### src/rtl/gray_counter.sv
// Up/down counter with a binary count register and a Gray-coded shadow register.
// Supports a synchronous Gray-code load and either wrap-around or saturation at the terminal count.
module gray_counter #(
  parameter int WIDTH = 3,
  parameter bit WRAP  = 1'b1
) (
  input  logic             clk,
  input  logic             rst,
  input  logic             en,
  input  logic             up,
  input  logic             load,
  input  logic [WIDTH-1:0] i,
  output logic [WIDTH-1:0] bin,
  output logic [WIDTH-1:0] o,
  output logic             tc
);

  logic [WIDTH-1:0] r_bin;
  logic [WIDTH-1:0] r_gray;
  logic             r_tc;

  logic [WIDTH-1:0] w_load_bin;
  logic [WIDTH-1:0] w_step_bin;
  logic [WIDTH-1:0] w_next_bin;
  logic             w_at_term;
  logic             w_next_tc;

  // Gray-to-binary: bit k is the XOR of all Gray bits at and above k.
  always_comb begin
    w_load_bin = '0;
    for (int k = 0; k < WIDTH; k++) begin
      w_load_bin[k] = ^(i >> k);
    end
  end

  always_comb begin
    w_at_term  = up ? (r_bin == {WIDTH{1'b1}}) : (r_bin == {WIDTH{1'b0}});
    w_step_bin = up ? (r_bin + 1'b1) : (r_bin - 1'b1);
    w_next_bin = r_bin;
    w_next_tc  = 1'b0;
    if (load) begin
      w_next_bin = w_load_bin;
    end else if (en) begin
      w_next_tc = w_at_term;
      if (!(w_at_term && (WRAP == 1'b0))) begin
        w_next_bin = w_step_bin;
      end
    end
  end

  // Gray register is derived from the next binary value so both update on the same edge.
  always_ff @(posedge clk or posedge rst) begin
    if (rst) begin
      r_bin  <= '0;
      r_gray <= '0;
      r_tc   <= 1'b0;
    end else begin
      r_bin  <= w_next_bin;
      r_gray <= w_next_bin ^ (w_next_bin >> 1);
      r_tc   <= w_next_tc;
    end
  end

  assign bin = r_bin;
  assign o   = r_gray;
  assign tc  = r_tc;

endmodule

### config.mk
export PLATFORM = sky130hd
export DESIGN_NAME = gray_counter
export DESIGN_NICKNAME = d
export VERILOG_FILES = /design/src/rtl/gray_counter.sv
export SDC_FILE = /design/constraint.sdc
export NUM_CORES = 1
export LEC_CHECK = 0
export ABC_AREA = 1
export BUFFER_PORTS_ARGS = -buffer_cell sky130_fd_sc_hd__buf_4
export CAP_MARGIN = 20
export CORE_AREA = 2 2 39 41
export DETAILED_ROUTE_END_ITERATION = 10
export DIE_AREA = 0 0 41 43
export GPL_ROUTABILITY_DRIVEN = 0
export PLACE_DENSITY = 0.63
export SLEW_MARGIN = 30
export SYNTH_ARGS = -nofsm -noshare
export SYNTH_HDL_FRONTEND = slang
export SYNTH_SLANG_ARGS = --single-unit
### constraint.sdc
create_clock -name clk -period 1.5 [get_ports clk]
set_input_delay 0 -clock clk [delete_from_list [all_inputs] [get_ports clk]]
set_output_delay 0 -clock clk [all_outputs]
set_load 0.05 [all_outputs]
==> run_results.csv, run 1 <==
group,metric,value,unit
run_status,status,"finished clean",
finish,fin_util,44.85,%
floorplan,io_pins,15,
logic_synthesis,ys_types,21,
critical_path,crit_path_top_delay_cell,"fa_2",
grt,antenna_found_initial,0,
critical_path,crit_path_start_kind,"flop",
clock_network,cts_tree,"built",
power,switchingPower,279.6,uW
sta,layout_setup_ws,0.02009,ns
clock_network,insertion_delay,0.24,ns
critical_path,rr_worst_depth,7,
drt,drt_iter0_drc,8,
place,dpl_cell_area,575.6,um2
finish,syn_to_final_growth,37.40,%
clock_network,ctsHtreeMaxLevel,1,
worst_hold_path,min_path_type,"in2reg",
place,post-dp-hpwl,837.8,um
critical_path,cp_max_fo,3,
logic_synthesis,synth_compound_area_share,11.08,%
clock_network,cts-root-buf,"clkbuf_4",
grt,grt_max_degree,9,
grt,grt_pass1_wl,1.621,mm
worst_hold_path,min_to,"bin[2]",
logic_synthesis,synth_top_family_by_area,"simple AND/OR/NAND/NOR gates",
floorplan,die_area,1763,um2
grt,grt_pass1_vias,429,
power,netSwitchingFraction,41.20,%
drt,drcViolationCount,0,
clock_network,clkSinkCount,6,
logic_synthesis,postSynthAreaPerCell,7.285,um2
sta,period_minus_slack,1.480,ns
finish,layout.cells.most_common,"buf_4",
critical_path,critPathCaptureType,"flop",
sta,tightest_slew,0.2197,ns
critical_path,crit_arrival,1.65,ns
sta,finalCritPeriodShare,98.66,%
finish,final_cell_area,620.6,um2
logic_synthesis,syn_nets,71,
floorplan,core,1384,um2
place,numPortBuffers,14,
finish,final_cell_mix,"buf_4, nand2_1, inv_1",
sta,slew_viol_final,0,
power,powerDensity,1093,nW/um2
worst_hold_path,hp-start,"i[2]",
logic_synthesis,synthCells,62,
clock_network,clkTransAtPathRegs,0.04,ns
logic_synthesis,netlist_area,451.7,um2
sta,slew_headroom,85.34,%
sta,setup_violations,0,
power,power_frac_seq,29.8,%
finish,layout-drive-gt1-share,43.21,%
grt,grt_overflow,0,
critical_path,slowest_delay,0.46,ns
logic_synthesis,yosys.area_share.adder,4.432,%
critical_path,crit_chain,"inv_2, fa_2, o21ai_4, nor2_2, nor2_4, nand3_1, nand2_1",
floorplan,die_w,41,um
floorplan,die_h,43,um
drt,ant_nets,0,
critical_path,reg2reg_to,"o[1]",
sta,achievable-frequency,675.7,MHz
finish,nets,92,
logic_synthesis,synth-simple-area-share,32.96,%
power,p_leak,0.3427,nW
floorplan,placementRows,14,
power,ir_drop,0.3458,mV
critical_path,timing.reg2reg.setup_slack,0.02,ns
finish,n_antenna_cell,0,
floorplan,start_util,32.64,%
sta,hold_viol,0,
drt,via_per_inst,4.443,
critical_path,critPathKind,"reg2reg",
clock_network,clock_tree.buffer_depth,2,
place,dpl_worst_slack,0.009761,ns
finish,fill_cells,151,
power,p_comb_share,49.6,%
sta,rsz0062_at_grt,"yes",
power,intPower,399.0,uW
critical_path,critPathRequiredTime,1.67,ns
logic_synthesis,ys_seq_elements,6,
drt,via_count,431,
power,p_clk_share,20.6,%
worst_hold_path,hold_path_depth,3,
drt,drt-total-wl,979,um
drt,routedWlPerCell,10.09,um
critical_path,timing.rr.start,"bin[0]",
sta,skew,0.004961,ns
logic_synthesis,yosysWarnings,0,
logic_synthesis,ys_seq_area_share,33.24,%
logic_synthesis,yosys.area_share.xor_xnor,1.939,%
clock_network,cts_made_buffers,3,
job,cap_violations,0,
grt,grt.total_usage,13.58,%
logic_synthesis,synthMuxAreaShare,0,%
drt,first_pass_iters,4,
-- worst max path at each step --
stage,from,end,cells past startpoint
final,bin[0],o[1],7
after global placement,bin[1],o[1],7
after CTS,bin[1],o[1],7
after detailed placement,bin[1],o[1],7
after global routing,bin[0],o[1],7
after floorplan,bin[0],o[1],7
-- stage by stage --
| step | hold slack (ns) | power (mW) | cells | TNS, ns |
|---|---|---|---|---|
| after floorplan | -0.2092 | 0.4327 | 62 | -0.2489 |
| after global placement | -0.07195 | 0.5223 | 92 | 0 |
| after detailed placement | -0.07058 | 0.5268 | 92 | 0 |
| after CTS | 0.01579 | 0.6744 | 96 | 0 |
| after global routing | 0.01762 | 0.7256 | 97 | -0.09416 |
| final | 0.01569 | 0.6785 | 97 | 0 |
-- cells by family after synthesis --
kind of cell	after synthesis
AO/OA/AOI/OAI	7
XOR/XNOR	1
adder cells (fa/ha/maj)	1
buffers and inverters	16
flip-flops	6
AND/OR/NAND/NOR	31
-- layout make-up --
cell class	instances	area (um2)	area share, %
flip-flops and latches	6	152.6	24.60
repair buffers	18	137.6	22.18
multi-input cells	40	232.7	37.50
inverters	14	55.05	8.871
well taps	16	20.02	3.226
clock buffers	3	22.52	3.629
-- worst max-delay path, delay by kind of cell (launching register included) --
kind	cells	cell delay, ns
AND/OR/NAND/NOR	4	0.30
AO/OA/AOI/OAI	1	0.17
buffers and inverters	1	0.07
adder cells (fa/ha/maj)	1	0.46
flip-flops	1	0.40
-- power groups by stage --
stage,registers [mW],logic [mW],clock network (mW)
global placement,0.203,0.319,0
detailed placement,0.204,0.323,0
global route,0.204,0.364,0.158
floorplan,0.293,0.140,0
CTS,0.202,0.326,0.147
finish,0.202,0.337,0.140
-- cells in the mapped netlist, drive strengths merged --
cell type / instances / area, um2
nand2: 17 / 71.32
inv: 14 / 55.06
nand3: 8 / 40.04
dfrtp: 6 / 150.1
nor2: 4 / 25.03
o21ai: 4 / 31.28
buf: 2 / 18.77
nand4: 2 / 12.51
a21oi: 1 / 5.000
a22oi: 1 / 7.510
fa: 1 / 20.02
o22ai: 1 / 6.260
xnor2: 1 / 8.760
-- registers in the layout, summed over array words and instances (netlist names) --
| name | count |
|---|---|
| tc | 1 |
| o | 2 |
| bin | 3 |
-- metal layers --
metal / part of all wire (%) / wire length, um / vias to the layer above / track usage [%]
met2: 55 / 539 / 10 / 23.13
met1: 42 / 410 / 191 / 15.89
li1: - / - / 230 / -
met4: 0 / 0 / 0 / 4.000
met5: 0 / 0 / - / 0
met3: 2.9 / 28 / 0 / 3.141
-- timing repair --
item | 4_1_cts | 5_1_grt
hold buffers | 1 | 0
pin swaps | 2 | 2
hold endpoints to repair | 6 | 0
buffers inserted | 0 | 1
resized for setup | 0 | 3
endpoints found under the setup margin | 1 | 2
No activity file was read; power rests on OpenSTA's default activity.
==> run 2, diff against run 1 <==
--- a/config.mk
+++ b/config.mk
@@ -13,6 +13,7 @@
 export DIE_AREA = 0 0 41 43
 export GPL_ROUTABILITY_DRIVEN = 0
 export PLACE_DENSITY = 0.63
+export RECOVER_POWER = 50
 export SLEW_MARGIN = 30
 export SYNTH_ARGS = -nofsm -noshare
 export SYNTH_HDL_FRONTEND = slang
==> run 2 against run 1 <==
Highest routed layer unchanged. Utilization fell by 0.54 points. Via count did not move. Fmax hardly changed. Routed wire length unchanged. Flip-flop and latch count stayed put. Die area unchanged. Count of clock-buffer cells in the layout unchanged. Design area is 1.2% lower. Largest cell class unchanged. Clock power hardly changed. Critical path depth is the same. Sequential share of layout area is 0.30 points higher. First-iteration DRC count stayed put.
==> run_results.csv, run 2 (synthesis gave the netlist of run 1 again) <==
group,metric,value,unit
run_status,status,"finished clean",
finish,syn_to_final_growth,35.73,%
sta,slew_viol_final,0,
clock_network,cts_tree,"built",
critical_path,critPathRequiredTime,1.67,ns
sta,period_minus_slack,1.480,ns
drt,via_count,431,
power,p_leak,0.3352,nW
clock_network,clock_tree.buffer_depth,2,
finish,largest_reg_flops,3,
power,powerDensity,1089,nW/um2
power,p_clk_share,20.9,%
floorplan,io_pins,15,
clock_network,cts_made_buffers,3,
floorplan,core,1384,um2
critical_path,critPathKind,"reg2reg",
finish,nets,92,
floorplan,die_h,43,um
power,ir_drop,0.3308,mV
sta,finalCritPeriodShare,98.67,%
sta,setup_violations,0,
finish,layout-drive-gt1-share,40.74,%
drt,ant_nets,0,
drt,first_pass_iters,4,
floorplan,placementRows,14,
job,cap_violations,0,
power,intPower,388.4,uW
drt,drt-total-wl,979,um
sta,tightest_slew,0.6059,ns
grt,antenna_found_initial,0,
clock_network,insertion_delay,0.24,ns
place,numPortBuffers,14,
power,p_comb_share,48.9,%
grt,grt_overflow,0,
floorplan,die_area,1763,um2
grt,grt_pass1_vias,429,
finish,n_antenna_cell,0,
drt,routedWlPerCell,10.09,um
critical_path,critPathCaptureType,"flop",
clock_network,clkTransAtPathRegs,0.04,ns
worst_hold_path,hp-start,"i[2]",
sta,hold_slack,0.01572,ns
critical_path,timing.rr.start,"bin[0]",
clock_network,ctsHtreeMaxLevel,1,
worst_hold_path,min_path_type,"in2reg",
critical_path,crit_start,"bin[0]",
critical_path,cp_max_fo,3,
floorplan,die_w,41,um
drt,via_per_inst,4.443,
grt,grt.total_usage,13.58,%
clock_network,clkSinkCount,6,
sta,rsz0062_at_grt,"yes",
critical_path,crit_arrival,1.65,ns
power,netSwitchingFraction,41.85,%
sta,slew_headroom,59.78,%
drt,drcViolationCount,0,
sta,hold_viol,0,
sta,achievable-frequency,675.6,MHz
grt,grt_max_degree,9,
grt,grt_pass1_wl,1.621,mm
clock_network,cts-root-buf,"clkbuf_4",
finish,final_cell_mix,"buf_4, nand2_1, inv_1",
power,power_frac_seq,30.2,%
sta,timing.setup.tns,0,ns
floorplan,start_util,32.64,%
finish,layout.cells.most_common,"buf_4",
sta,skew,0.004993,ns
power,p_total,667.9,uW
power,switchingPower,279.5,uW
drt,drt_iter0_drc,8,
place,post-dp-hpwl,837.8,um
critical_path,crit_path_start_kind,"flop",
## run 2: metrics by stage
| step | util (%) | instance area, um2 | cells | setup WS, ns |
|---|---|---|---|---|
| 6_report | 44.30 | 613.1 | 97 | 0.01992 |
| 4_1_cts | 43.94 | 608.1 | 96 | 0.003202 |
| 3_5_place_dp | 41.59 | 575.6 | 92 | 0.009761 |
| 2_1_floorplan | - | 454.2 | 62 | -0.1214 |
| 5_1_grt | 44.30 | 613.1 | 97 | -0.04979 |
| 3_3_place_gp | 41.59 | 575.6 | 92 | 0.02533 |
## run 2: path summary, 6_finish.rpt
kind / to / slack (ns) / cells past startpoint
worst min-delay path: bin[2] / 0.02 / 3
min in group asynchronous: bin[2] / 0.23 / 3
worst max-delay path: o[1] / 0.02 / 7
worst min register to register: tc / 0.68 / 3
worst max register to register: o[1] / 0.02 / 7
max in group asynchronous: bin[1] / 1.06 / 3
## run 2: timing repair
item | 4_1_cts | 5_1_grt
pin swaps | 2 | 2
gates cloned | 0 | 0
hold buffers | 1 | 0
setup buffers | 0 | 1
endpoints found under the setup margin | 1 | 2
gates resized for setup | 0 | 3
endpoints found under the hold margin | 6 | 0
## run 2: final cells by class
class / instances / area, um2
sequential: 6 / 152.6
fill: 150 / 770.7
clock buffer: 3 / 22.52
timing repair buffer: 18 / 130.1
tap: 16 / 20.02
inverter: 14 / 55.05
multi-input combinational: 40 / 232.7
## run 2: metal layers
metal  vias up  global-route usage [%]  routed length, um  share of wire (%)
li1        230                       -                  -                  -
met1       191                   15.89                410                 42
met2        10                   23.13                540                 55
met3         0                   3.141                 28                2.9
met4         0                   4.000                  0                  0
met5         -                       0                  0                  0
## run 2: worst max-delay path, cell delays in order, from the launching register on
cell     delay (ns)
dfrtp_2        0.40
inv_2          0.07
fa_2           0.46
o21ai_4        0.17
nor2_2         0.06
nor2_4         0.10
nand3_1        0.08
nand2_1        0.06
## run 2: power by group through the flow
stage          combinational [mW]  sequential [mW]  clock (mW)
2_1_floorplan               0.140            0.293           0
4_1_cts                     0.326            0.202       0.147
3_5_place_dp                0.323            0.204           0
5_1_grt                     0.353            0.204       0.158
6_report                    0.326            0.202       0.140
3_3_place_gp                0.319            0.203           0
